[src/rtl/i2s_stream_arb.sv]
// -----------------------------------------------------------------------------
// i2s_stream_arb
//   Packet-level round-robin arbiter. Merges CN per-channel AXI-Stream sources
//   into one registered output stream, forwarding each source packet (beats up
//   to and including tlast) atomically and tagging it with its channel index.
//
// Ports
//   mclki           clock (sole domain)
//   arst_n          asynchronous active-low reset
//   s_axis_tvalid   per-channel beat valid                      [CN]
//   s_axis_tready   per-channel ready, at most one bit high     [CN]
//   s_axis_tdata    channel c data at [DW*c +: DW]               [DW*CN]
//   s_axis_tlast    per-channel last beat of packet             [CN]
//   i_enable        arbitration mask; 0 = never granted anew    [CN]
//   m_axis_tvalid   merged output valid (registered)
//   m_axis_tready   downstream ready
//   m_axis_tdata    merged data (registered)                    [DW]
//   m_axis_tlast    merged last (registered)
//   m_axis_tid      source channel of the current beat          [IW]
//   o_busy          high while a packet is being forwarded
//   o_pkt_cnt       packets loaded into the output register     [32]
// -----------------------------------------------------------------------------
module i2s_stream_arb #(
  parameter int CN = 16,
  parameter int DW = 8,
  parameter int IW = 4
) (
  input  logic             mclki,
  input  logic             arst_n,
  input  logic [CN-1:0]    s_axis_tvalid,
  output logic [CN-1:0]    s_axis_tready,
  input  logic [DW*CN-1:0] s_axis_tdata,
  input  logic [CN-1:0]    s_axis_tlast,
  input  logic [CN-1:0]    i_enable,
  output logic             m_axis_tvalid,
  input  logic             m_axis_tready,
  output logic [DW-1:0]    m_axis_tdata,
  output logic             m_axis_tlast,
  output logic [IW-1:0]    m_axis_tid,
  output logic             o_busy,
  output logic [31:0]      o_pkt_cnt
);

  typedef enum logic {
    ST_IDLE   = 1'b0,
    ST_ACTIVE = 1'b1
  } state_t;

  state_t          state_q, state_d;
  logic [IW-1:0]   ptr_q, ptr_d;
  logic [IW-1:0]   gnt_q, gnt_d;
  logic            tvalid_q, tvalid_d;
  logic [DW-1:0]   tdata_q, tdata_d;
  logic            tlast_q, tlast_d;
  logic [IW-1:0]   tid_q, tid_d;
  logic [31:0]     cnt_q, cnt_d;

  logic            load;
  logic [CN-1:0]   req;
  logic            src_vld;
  logic [DW-1:0]   src_data;
  logic            src_last;

  // First requesting channel strictly after ptr, wrapping modulo CN, so the
  // channel served last has the lowest priority on the next grant.
  function automatic logic [IW-1:0] rr_pick(input logic [CN-1:0] r,
                                            input logic [IW-1:0] ptr);
    logic [IW-1:0] pick;
    logic          found;
    int            idx;
    pick  = ptr;
    found = 1'b0;
    idx   = 0;
    for (int i = 1; i <= CN; i++) begin
      idx = (int'(ptr) + i) % CN;
      if (!found && r[idx]) begin
        pick  = IW'(idx);
        found = 1'b1;
      end
    end
    return pick;
  endfunction

  always_ff @(posedge mclki or negedge arst_n) begin
    if (!arst_n) begin
      state_q  <= ST_IDLE;
      ptr_q    <= IW'(CN - 1);
      gnt_q    <= '0;
      tvalid_q <= 1'b0;
      tdata_q  <= '0;
      tlast_q  <= 1'b0;
      tid_q    <= '0;
      cnt_q    <= '0;
    end else begin
      state_q  <= state_d;
      ptr_q    <= ptr_d;
      gnt_q    <= gnt_d;
      tvalid_q <= tvalid_d;
      tdata_q  <= tdata_d;
      tlast_q  <= tlast_d;
      tid_q    <= tid_d;
      cnt_q    <= cnt_d;
    end
  end

  always_comb begin
    state_d       = state_q;
    ptr_d         = ptr_q;
    gnt_d         = gnt_q;
    tvalid_d      = tvalid_q;
    tdata_d       = tdata_q;
    tlast_d       = tlast_q;
    tid_d         = tid_q;
    cnt_d         = cnt_q;
    s_axis_tready = '0;

    // The output register may take a new beat when empty or being drained.
    load     = !tvalid_q || m_axis_tready;
    req      = s_axis_tvalid & i_enable;
    src_vld  = s_axis_tvalid[gnt_q];
    src_data = s_axis_tdata[DW*gnt_q +: DW];
    src_last = s_axis_tlast[gnt_q];

    // A drained beat leaves the register empty unless refilled below.
    if (load) begin
      tvalid_d = 1'b0;
    end

    case (state_q)
      ST_IDLE: begin
        if (|req) begin
          gnt_d   = rr_pick(req, ptr_q);
          state_d = ST_ACTIVE;
        end
      end
      ST_ACTIVE: begin
        // Only the granted source sees ready; the mask is ignored mid-packet.
        s_axis_tready[gnt_q] = load;
        if (src_vld && load) begin
          tvalid_d = 1'b1;
          tdata_d  = src_data;
          tlast_d  = src_last;
          tid_d    = gnt_q;
          if (src_last) begin
            ptr_d   = gnt_q;
            state_d = ST_IDLE;
            cnt_d   = cnt_q + 32'd1;
          end
        end
      end
      default: begin
        state_d = ST_IDLE;
      end
    endcase
  end

  assign m_axis_tvalid = tvalid_q;
  assign m_axis_tdata  = tdata_q;
  assign m_axis_tlast  = tlast_q;
  assign m_axis_tid    = tid_q;
  assign o_busy        = (state_q == ST_ACTIVE);
  assign o_pkt_cnt     = cnt_q;

endmodule
[config.mk]
export PLATFORM = sky130hd
export DESIGN_NAME = i2s_stream_arb
export DESIGN_NICKNAME = d
export VERILOG_FILES = /design/src/rtl/i2s_stream_arb.sv
export SDC_FILE = /design/constraint.sdc
export NUM_CORES = 1
export LEC_CHECK = 0
export CORE_MARGIN = 10
export CORE_UTILIZATION = 25
export CTS_CLUSTER_SIZE = 14
export DETAILED_ROUTE_END_ITERATION = 8
export PLACE_DENSITY_LB_ADDON = 0.08
export SLEW_MARGIN = 20
export SYNTH_ARGS = -nofsm -noshare
export SYNTH_HDL_FRONTEND = slang
export SYNTH_SLANG_ARGS = --single-unit
[constraint.sdc]
create_clock -name mclki -period 7.4 [get_ports mclki]
set_input_delay 1.48 -clock mclki [delete_from_list [all_inputs] [get_ports mclki]]
set_output_delay 1.48 -clock mclki [all_outputs]
set_load 0.02 [all_outputs]
Yosys cells after proc, flatten, opt, wreduce, memory -nomap -nowiden --
Index checks and enable logic that the tools add are counted. W data, S select, Z words.
Storage, ports and cells: register bits after elaboration 55, input bits 179, output and inout port bits 63, word-level logic and storage cells 240
Operators by class: $add $sub $neg 17, magnitude comparators 18, shifts and indexed selects 1, multiplexer cells 123, bitwise logic cells 19, reduce and logical (&&, ||, !) cells 54
Operators with widths (number):
- $shiftx A128 B8 Y8 | 1
- $lt A5 B6 Y1 const B | 16
- $mux W1 | 86
- $bmux W1 S4 | 18
- $mux W4 | 16
- $reduce_or A4 Y1 | 16
- $add A32 B1 Y32 const B | 1
- $add A4 B4 Y4 const B | 8
- $and A16 B16 Y16 | 2
- $logic_and A1 B1 Y1 | 17
- $add A4 B3 Y4 const B | 4
- $and A1 B1 Y1 const A | 16
- $logic_not A1 Y1 | 16
- $mux W16 | 1
- $reduce_or A16 Y1 | 1
- $add A4 B1 Y4 const B | 2
- $add A4 B2 Y4 const B | 2
- $lt A4 B5 Y1 const B | 1
- $demux W1 S4 | 1
- $ge A4 B1 Y1 const B | 1
- $reduce_and A2 Y1 | 2
- $reduce_and A3 Y1 | 1
- $pmux W1 S2 | 1
- $logic_or A1 B1 Y1 | 1
- $not A1 Y1 | 1

Longest topological paths before layout --
Gate-level depths: netlist of the first run.
depth in word-level cells 82, mapped depth 15, gate-level depth less buffers 12

Least setup slack after synthesis of the first run --
OpenSTA, ideal clock, no wires.
kind register to register, from register ptr_q[2], to register gnt_q[2], setup time 0.104 ns, arrival 4.036 ns, data required time 7.296 ns, path slack 3.261 ns, cell stages (with the launch flop) 15, path buffers 2, clock period less this slack 4.139 ns, cells stage by stage dfstp_2 -> buf_2 -> clkbuf_1 -> clkinv_1 -> ha_1 -> xnor2_4 -> mux4_2 -> nor3_1 -> nor3b_2 -> nor3_4 -> nand4_4 -> or3_4 -> nand4_1 -> a211oi_1 -> o41ai_2
Between the ends: longest elaborated chain between the ends 80, elaborated cells between the ends (all ways) 155, those cells by class 16 x add/sub; 109 x mux; 30 x reduce/logical
Ends and longest elaborated chain:
- start: declaration | RTL line 50 | logic [IW-1:0] ptr_q, ptr_d;
- start signal: assignment | RTL line 87 | ptr_q <= IW'(CN - 1);
- start signal: assignment | RTL line 96 | ptr_q <= ptr_d;
- $add A4 B1 Y4 | RTL line 75 | idx = (int'(ptr) + i) % CN;
- $bmux W1 S4 | RTL line 76 | if (!found && r[idx]) begin
- $mux W1 (implied by the code) (2 in series) | RTL line 76
- $mux W1 | RTL line 76
- $mux W1 | RTL line 131 | if (|req) begin
- $mux W1 | RTL line 129 | case (state_q)
- $logic_not A1 Y1 | RTL line 76
- $logic_and A1 B1 Y1 | RTL line 76
- (+63 left out)
- $logic_not A1 Y1 | RTL line 76
- $logic_and A1 B1 Y1 | RTL line 76
- $mux W1 | RTL line 76
- $mux W1 | RTL line 131
- $mux W1 | RTL line 129
- $logic_not A1 Y1 | RTL line 76
- $logic_and A1 B1 Y1 | RTL line 76
- $mux W4 (*) | RTL line 76
- end signal: assignment | RTL line 97 | gnt_q <= gnt_d;
- end: declaration | RTL line 51 | logic [IW-1:0] gnt_q, gnt_d;
Every way passes the cells marked *; elsewhere a longest branch is shown, timed or not. The select of a mux whose other input is x is not followed. A chain may end at the register's enable or synchronous reset.

Worst setup path after layout of the first run --
from input s_axis_tvalid[12], to register cnt_q[26] (netlist: o_pkt_cnt[26])
Between the ends: longest elaborated chain between the ends 4
Ends and longest elaborated chain:
- start: declaration | RTL line 30 | input logic [CN-1:0] s_axis_tvalid,
- $bmux W1 S4 | RTL line 120 | src_vld = s_axis_tvalid[gnt_q];
- $mux W1 (implied by the code) | RTL line 120
- $logic_and A1 B1 Y1 | RTL line 139 | if (src_vld && load) begin
- $reduce_and A3 Y1 (no source line)
- end signal: assignment | RTL line 102 | cnt_q <= cnt_d;
- end: declaration | RTL line 56 | logic [31:0] cnt_q, cnt_d;
Every way passes these cells. The select of a mux whose other input is x is not followed.

==> impl_metrics.tcl, run 1 <==
set metrics [dict create \
    cts_resized 0 \
    grt_max_degree 56 \
    syn_nets 806 \
    grt_util_all_layers 0.168 \
    irDropWorstVdd_uv 171 \
    final_area_um2 9140 \
    area_growth_pct 45.2 \
    cts_buffers 5 \
    nNetsFinal 1022 \
    die_w_um 179 \
    cts_tree "done" \
    drc 0 \
    min_path_cells 1 \
    drive_gt1_frac 0.169 \
    ys_seq_area_frac 0.220 \
    clock_path_buffers 2 \
    skew_ns 0.00862 \
    status "complete, no violations" \
    cts_max_level 2 \
    reg2reg_depth 12 \
    path_clk_slew_ns 0.07 \
    root_buffer "clkbuf_16" \
    critPathRequiredTime_ns 7.63 \
    diodes 0 \
    synth_cell_type_count 74 \
    worst_pin_slew_ns 0.871 \
    arrival_ns 5.48 \
    critPathLaunchType "input pin" \
    crit_path_top_delay_cell "nor2b_1" \
    slowest_delay_ns 0.90 \
    drv_cap 0 \
    synth_seq_cells 55 \
    initial_utilization 0.252 \
    routed_wl_um 27300 \
    drt_pre_antenna_iters 4 \
    synth_edf_count 0 \
    final_cell_count_no_fill 1166 \
    dr.first_iter.drc_count 396 \
    synthArstFlopShare 1.00 \
    netlist_instances 619 \
    dpl.hpwl_um 22400 \
    dp.cells 1158 \
    worstSetupEndpointType "register" \
    core-area_um2 25000 \
    syn_area_per_cell_um2 10.2 \
    grt_pass1_wl_um 41600 \
    port_buffers 241 \
    rsz0062_at_grt "no" \
    die_area_um2 31900 \
    vias 6198 \
    p_per_area_nw_per_um2 413 \
    synth_area_um2 6290 \
    vias_per_cell 5.32 \
    period_needed_ns 5.25 \
    grt_pass1_vias 6426 \
    layout_commonest_cell "clkdlybuf4s50_1" \
    insertion_delay_ns 0.30 \
    gp_congestion 0.893 \
    synthFlopType "dfrtp_1" \
    antenna_found_initial 0 \
    cellLeakagePower_nw 3.32 \
    fin_crit_sh 0.710 \
    ys_warn_count 0 \
    rows 58 \
    fin_tns_setup_ns 0 \
    placed_cell_area_um2 8980 \
    ant_nets 0 \
    wl_per_cell_um 23.4 \
    io_pins 242 \
    finalHoldViolCount 0 \
    crit_type "input pin to register" \
    drv_slew 0 \
    layout_common_cells "clkdlybuf4s50_1 (240), mux4_2 (79), nand2_1 (65)" \
    slew_headroom 0.418 \
    grt-ovfl-total 0 \
    setup_viol 0 \
    die_h_um 179 \
    path_cells "clkdlybuf4s50_1, mux4_2, mux4_2, nand3_1, nor2b_1, and2_1, nand3_1, nor2_1, nand2_1, nor2_1, xnor2_1" \
    hp-class "register to register" \
    max_freq_mhz 190 \
    cts.sink_count 55 \
    postCtsHoldBufs 0 \
    critPathMaxFanout 15 \
    post_cts_buffers 0 \
]
[cell type report]
cell class	instances	area, um^2
clock inverter	2	13.8
inverter	10	37.5
timing repair buffer	249	2470
fill	2516	15800
tap	330	413
multi-input combinational	514	4680
sequential	55	1380
clock buffer	6	139
[registers in the layout, indices dropped and copies added (netlist names), named ones only]
signal        count
o_pkt_cnt        32
m_axis_tdata      8
gnt_q             4
o_busy            1
m_axis_tlast      1
m_axis_tid        4
ptr_q             4
[critical path, delay by kind of cell]
family	cells	cell delay, ns
mux	2	0.54
xor+xnor	1	0.13
simple gates	7	2.78
buf+inv	1	0.54
[logic make-up after synthesis]
group / synth area share
adder cells (fa/ha/maj): 0.0159
buffers and inverters: 0.0362
AO/OA/AOI/OAI: 0.118
multiplexers: 0.348
XOR/XNOR: 0.0736
AND/OR/NAND/NOR: 0.189
flip-flops: 0.220
[routing by layer]
| metal | global-route usage | wire length, um | vias up |
|---|---|---|---|
| met5 | 0 | 0 | - |
| met4 | 0.0313 | 297 | 0 |
| li1 | - | - | 2825 |
| met1 | 0.216 | 11900 | 3048 |
| met3 | 0.0377 | 2370 | 20 |
| met2 | 0.284 | 12800 | 305 |
[worst paths after layout]
path / from / to / slack [ns]
min in group asynchronous: arst_n / o_pkt_cnt[26]$_DFFE_PN0P_ / 1.32
max in group asynchronous: arst_n / gnt_q[0]$_DFFE_PN0P_ / 5.57
max: s_axis_tvalid[12] / o_pkt_cnt[26]$_DFFE_PN0P_ / 2.15
min reg2reg: o_pkt_cnt[31]$_DFFE_PN0P_ / o_pkt_cnt[31]$_DFFE_PN0P_ / 0.49
max reg2reg: ptr_q[2]$_DFFE_PN1P_ / gnt_q[2]$_DFFE_PN0P_ / 2.33
min: o_pkt_cnt[31]$_DFFE_PN0P_ / o_pkt_cnt[31]$_DFFE_PN0P_ / 0.49
[metrics by stage]
stage / hold slack, ns / worst slack (ns) / power (W) / util
6_report: 0.491 / 2.15 / 0.00378 / 0.366
5_1_grt: 0.516 / 1.61 / 0.00408 / 0.366
4_1_cts: 0.495 / 2.05 / 0.00380 / 0.366
3_5_place_dp: 0.480 / 1.74 / 0.00353 / 0.360
3_3_place_gp: 0.477 / 1.92 / 0.00353 / 0.360
2_1_floorplan: 0.578 / 3.26 / 0.00265 / -
[Yosys cell counts, types with 2 or more instances]
| library cell | n | area (um^2) |
|---|---|---|
| a22oi_1 | 5 | 37.5 |
| a21oi_1 | 18 | 90.1 |
| ha_1 | 8 | 100 |
| dfstp_2 | 4 | 105 |
| mux2i_1 | 16 | 160 |
| clkbuf_1 | 22 | 82.6 |
| o211ai_1 | 2 | 15.0 |
| mux4_2 | 79 | 1780 |
| nand3_1 | 30 | 150 |
| inv_1 | 7 | 26.3 |
| nand2_1 | 65 | 244 |
| buf_6 | 2 | 22.5 |
| and2_1 | 18 | 113 |
| xnor2_2 | 2 | 32.5 |
| or3_4 | 2 | 22.5 |
| nor3_1 | 10 | 50.1 |
| nor2_1 | 57 | 214 |
| nor2b_1 | 2 | 12.5 |
| a2bb2oi_1 | 3 | 26.3 |
| a31oi_1 | 5 | 31.3 |
| o31ai_1 | 3 | 22.5 |
| buf_1 | 4 | 15.0 |
| o21ai_1 | 7 | 35.0 |
| clkinv_1 | 2 | 7.51 |
| a21boi_0 | 9 | 67.6 |
| o22ai_1 | 5 | 31.3 |
| nand2b_1 | 8 | 50.1 |
| o21bai_1 | 2 | 15.0 |
| buf_2 | 11 | 55.1 |
| dfrtp_1 | 51 | 1280 |
| o2111ai_1 | 6 | 52.6 |
| xnor2_1 | 28 | 245 |
| and3_1 | 6 | 37.5 |
| o221ai_1 | 4 | 35.0 |
| a211oi_1 | 4 | 30.0 |
| nand4_1 | 15 | 93.8 |
| a21o_1 | 2 | 15.0 |
| nand3b_1 | 6 | 45.0 |
| o21ai_0 | 20 | 100 |
| mux2_2 | 22 | 248 |
| xor2_1 | 13 | 114 |
| or3_1 | 2 | 12.5 |
[power breakdown]
group          switching, W  internal, W  total, W
logic               0.00167      0.00133   0.00301
registers          0.000130     0.000390  0.000520
clock network      0.000114     0.000136  0.000250
total               0.00192      0.00186   0.00378
Note: power is estimated with default switching activity, not from simulation.
==> run 2: changes to the inputs <==
==> constraint.sdc (replaced) <==
create_clock -name mclki -period 5.15 [get_ports mclki]
set_input_delay 1.03 -clock mclki [delete_from_list [all_inputs] [get_ports mclki]]
set_output_delay 1.03 -clock mclki [all_outputs]
set_load 0.02 [all_outputs]
==> run 2 against run 1 <==
  * Die area is the same
  * Count of clock-buffer cells in the layout is the same
  * Cell area increased by 1.5%
  * Highest routed layer unchanged
  * Largest power group unchanged
==> impl_metrics.tcl, run 2 (synthesized netlist as in run 1, its figures left out) <==
set metrics [dict create \
    finalHoldViolCount 0 \
    pre_cts_ws_ns 0.587 \
    skew_ns 0.0142 \
    io_pins 242 \
    port_buffers 241 \
    drive_gt1_frac 0.183 \
    crit_type "register to register" \
    rsz0062_at_grt "no" \
    post_cts_buffers 0 \
    arrival_ns 4.50 \
    grt_pass1_wl_um 43100 \
    total_power_w 0.00567 \
    root_buffer "clkbuf_16" \
    grt-ovfl-total 0 \
    period_needed_ns 4.31 \
    die_w_um 179 \
    path_clk_slew_ns 0.08 \
    wl_per_cell_um 24.1 \
    fillers 2490 \
    drc 0 \
    cellLeakagePower_nw 3.41 \
    hp-class "register to register" \
    critPathRequiredTime_ns 5.34 \
    min_from "m_axis_tlast$_DFFE_PN0P_" \
    vias_per_cell 5.37 \
    initial_utilization 0.252 \
    p_per_area_nw_per_um2 611 \
    layout_common_cells "clkdlybuf4s50_1 (240), mux4_2 (79), nand2_1 (65)" \
    vias 6342 \
    ant_nets 0 \
    cts_buffers 5 \
    drt_pre_antenna_iters 5 \
    diodes 0 \
    cts_max_level 2 \
    drv_slew 0 \
    fin_crit_sh 0.837 \
    worstSetupStartpoint "ptr_q[1]$_DFFE_PN1P_" \
    status "complete, no violations" \
    drv_cap 0 \
    area_growth_pct 47.4 \
    slew_headroom 0.447 \
    gp_congestion 0.930 \
    nNetsFinal 1038 \
    grt_max_degree 56 \
    cts_resized 0 \
    largest_reg_flops 32 \
    worstSetupEndpointType "register" \
    routed_wl_um 28500 \
    r2r_start "ptr_q[1]$_DFFE_PN1P_" \
    clock_path_buffers 2 \
    irDropWorstVdd_uv 246 \
    cts_tree "done" \
    fin_tns_setup_ns 0 \
    die_area_um2 31900 \
    die_h_um 179 \
    worst_pin_slew_ns 0.828 \
    setup_viol 0 \
    insertion_delay_ns 0.30 \
    dr.first_iter.drc_count 411 \
    antenna_found_initial 0 \
    critPathMaxFanout 16 \
    grt_util_all_layers 0.174 \
    cts.sink_count 55 \
    grt_pass1_vias 6588 \
    postCtsHoldBufs 0 \
    core-area_um2 25000 \
    rows 58 \
    layout_commonest_cell "clkdlybuf4s50_1" \
    max_freq_mhz 232 \
    critPathLaunchType "register" \
    fin_ws_ns 0.838 \
    dpl.hpwl_um 23600 \
]
## run 2: cell types whose count changed in the layout (fill, tap and decap cells not counted), sizes merged
cell / change
clkinv: -1
buf: +16
bufinv: +1
## run 2: path summary, 6_finish.rpt
path	depth (start not counted)	end	slack, ns
setup / recovery	14	gnt_q[2]$_DFFE_PN0P_	0.84
hold reg to reg	1	m_axis_tlast$_DFFE_PN0P_	0.48
hold / removal	1	m_axis_tlast$_DFFE_PN0P_	0.48
setup reg to reg	14	gnt_q[2]$_DFFE_PN0P_	0.84
max in group asynchronous	2	gnt_q[0]$_DFFE_PN0P_	3.77
min in group asynchronous	2	m_axis_tdata[0]$_DFFE_PN0P_	0.86
## run 2: through the flow
step                      hold WS [ns]  instances  cell area, um^2   util
after detailed placement         0.466       1174             9100  0.365
final                            0.482       1182             9270  0.371
after floorplan                  0.578        619             6290      -
after CTS                        0.483       1182             9270  0.371
after global placement           0.466       1174             9100  0.365
after global routing             0.495       1182             9270  0.371
## run 2: power by group
part	total (W)	switching [W]	leakage (nW)	internal (W)
sequential	0.000757	0.000197	0.695	0.000560
combinational	0.00452	0.00248	2.63	0.00204
clock	0.000390	0.000159	0.0815	0.000232
total	0.00567	0.00284	3.41	0.00283
## run 2: layer usage
metal / track usage / vias up / part of all wire
li1: - / 2851 / -
met1: 0.231 / 3127 / 0.44
met2: 0.290 / 335 / 0.46
met3: 0.0307 / 29 / 0.078
met4: 0.0379 / 0 / 0.017
met5: 0 / - / 0
## run 2: cell type report
type	count	area, um^2	area share
Inverter	10	37.5	0.00405
Multi-Input combinational cell	514	4680	0.505
Sequential cell	55	1380	0.149
Tap cell	330	413	0.0445
Timing Repair Buffer	265	2590	0.279
Clock buffer	6	129	0.0139
Clock inverter	2	38.8	0.00418
## run 2: worst max-delay path: stages, from the launching register on
cell      delay, ns
dfstp_2        0.76
inv_1          0.11
buf_4          0.25
ha_1           0.31
xnor2_4        0.30
mux4_2         0.58
nor3_1         0.20
nor3b_2        0.07
buf_4          0.18
nor3_4         0.29
nand4_1        0.20
or3_1          0.41
nand4_1        0.12
a211oi_1       0.08
o41ai_2        0.34
==> run 3: changes to the inputs <==
==> constraint.sdc (replaced) <==
create_clock -name mclki -period 4.5 [get_ports mclki]
set_input_delay 0.9 -clock mclki [delete_from_list [all_inputs] [get_ports mclki]]
set_output_delay 0.9 -clock mclki [all_outputs]
set_load 0.02 [all_outputs]
==> run 3 against run 2 <==
  * Fmax is 1.6% higher
  * Count of clock-buffer cells in the layout is 1 higher
  * Flip-flop and latch count stayed put
  * Utilization is 0.14 points higher
  * Register-to-register slack worse by 0.58 ns
  * Non-clock buffer count is 5 higher
  * Die area stayed put
  * Largest cell class unchanged
  * Hold slack worse by 0.010 ns
  * First-iteration DRC count is 6.3% lower
  * Worst setup slack worse by 0.58 ns
  * Highest routed layer unchanged
  * Sequential power is 11% higher
  * Critical path depth is 2 lower
==> impl_metrics.tcl, run 3 (synthesized netlist as in run 1, its figures left out) <==
set metrics [dict create \
    setup_viol 0 \
    drv_slew 0 \
    status "complete, no violations" \
    path_clk_slew_ns 0.07 \
    period_needed_ns 4.24 \
    die_area_um2 31900 \
    critPathLaunchType "register" \
    cp_top_family "simple AND/OR/NAND/NOR gates" \
    slew_headroom 0.406 \
    wl_per_cell_um 23.8 \
    antenna_found_initial 0 \
    io_pins 242 \
    core-area_um2 25000 \
    cts_buffers 5 \
    die_h_um 179 \
    grt_max_degree 39 \
    cts_resized 0 \
    worst_pin_slew_ns 0.888 \
    grt_pass1_vias 6647 \
    dp.cells 1179 \
    critPathRequiredTime_ns 4.69 \
    diodes 0 \
    drc 0 \
    p_per_area_nw_per_um2 700 \
    total_power_w 0.00651 \
    fin_crit_sh 0.943 \
    cts_max_level 2 \
    cts.sink_count 55 \
    post_cts_buffers 0 \
    initial_utilization 0.252 \
    postCtsHoldBufs 0 \
    crit_type "register to register" \
    final_area_um2 9310 \
    drive_gt1_frac 0.188 \
    cts_tree "done" \
    drt_pre_antenna_iters 5 \
    die_w_um 179 \
    cp_num_buf_inv 2 \
    hp-class "register to register" \
    irDropWorstVdd_uv 284 \
    crit_path_top_delay_cell "mux4_2" \
    final_cell_count_no_fill 1187 \
    nNetsFinal 1043 \
    max_freq_mhz 236 \
    path_cells "inv_1, ha_1, xor2_2, mux4_2, mux2_2, nor4b_4, buf_4, nand4_4, or3_4, nand4_1, a211oi_1, o41ai_2" \
    insertion_delay_ns 0.30 \
    critPathMaxFanout 12 \
    worstSetupEndpointType "register" \
    pre_cts_ws_ns -0.00408 \
    rows 58 \
    skew_ns 0.00667 \
    cellLeakagePower_nw 3.43 \
    root_buffer "clkbuf_16" \
    vias_per_cell 5.33 \
    grt_util_all_layers 0.174 \
    clock_path_buffers 2 \
    grt_pass1_wl_um 43000 \
    ant_nets 0 \
    fin_util 0.373 \
    layout_common_cells "clkdlybuf4s50_1 (240), mux4_2 (79), nand2_1 (65)" \
    dpl.hpwl_um 23500 \
    dr.first_iter.drc_count 385 \
    largest_reg_flops 32 \
    fin_ws_ns 0.256 \
    arrival_ns 4.44 \
    port_buffers 241 \
    vias 6322 \
    layout_commonest_cell "clkdlybuf4s50_1" \
    slowest_delay_ns 0.64 \
    placed_cell_area_um2 9160 \
    gp_congestion 0.934 \
    finalHoldViolCount 0 \
    drv_cap 0 \
    grt-ovfl-total 0 \
    rsz0062_at_grt "no" \
    area_growth_pct 47.9 \
    routed_wl_um 28300 \
]
==> run 3: final timing paths <==
kind / end / start / depth (start not counted) / slack, ns
worst max register to register: gnt_q[2]$_DFFE_PN0P_ / ptr_q[1]$_DFFE_PN1P_ / 12 / 0.26
max in group asynchronous: ptr_q[3]$_DFFE_PN1P_ / arst_n / 2 / 2.98
worst max-delay path: gnt_q[2]$_DFFE_PN0P_ / ptr_q[1]$_DFFE_PN1P_ / 12 / 0.26
min in group asynchronous: m_axis_tdata[0]$_DFFE_PN0P_ / arst_n / 1 / 0.64
worst min-delay path: o_pkt_cnt[31]$_DFFE_PN0P_ / o_pkt_cnt[31]$_DFFE_PN0P_ / 1 / 0.47
worst min register to register: o_pkt_cnt[31]$_DFFE_PN0P_ / o_pkt_cnt[31]$_DFFE_PN0P_ / 1 / 0.47
==> run 3: area by class of cell <==
cell class                 count  area, um^2
inverter                      10        37.5
timing repair buffer         270        2640
multi-input combinational    514        4680
clock buffer                   7         143
sequential                    55        1380
tap                          330         413
clock inverter                 1        8.76
fill                        2501       15700
==> run 3: layer usage <==
metal  part of all wire  routed length, um  vias to the layer above  GRT usage
met4             0.0086                244                        0     0.0269
li1                   -                  -                     2855          -
met5                  0                  0                        -          0
met2               0.47              13400                      285      0.297
met1               0.43              12300                     3170      0.222
met3              0.083               2350                       12     0.0400
==> run 3: worst register-to-register path, cell delays in order, from the launching register on <==
cell and delay [ns]:
dfstp_2 0.57, inv_1 0.20, ha_1 0.36, xor2_2 0.37, mux4_2 0.64, mux2_2 0.35
nor4b_4 0.26, buf_4 0.23, nand4_4 0.17, or3_4 0.46, nand4_1 0.12, a211oi_1 0.08
o41ai_2 0.34
==> run 3: through the flow <==
| stage | setup TNS [ns] | hold WS (ns) |
|---|---|---|
| 3_5_place_dp | -0.00408 | 0.465 |
| 2_1_floorplan | 0 | 0.578 |
| 5_1_grt | 0 | 0.491 |
| 3_3_place_gp | 0 | 0.463 |
| 4_1_cts | 0 | 0.479 |
| 6_report | 0 | 0.472 |
==> run 3: power breakdown <==
part	switching (W)	total, W	leakage [nW]	internal (W)
clock network	0.000182	0.000406	0.0741	0.000223
logic	0.00287	0.00527	2.66	0.00240
registers	0.000198	0.000838	0.695	0.000640
total	0.00325	0.00651	3.43	0.00326
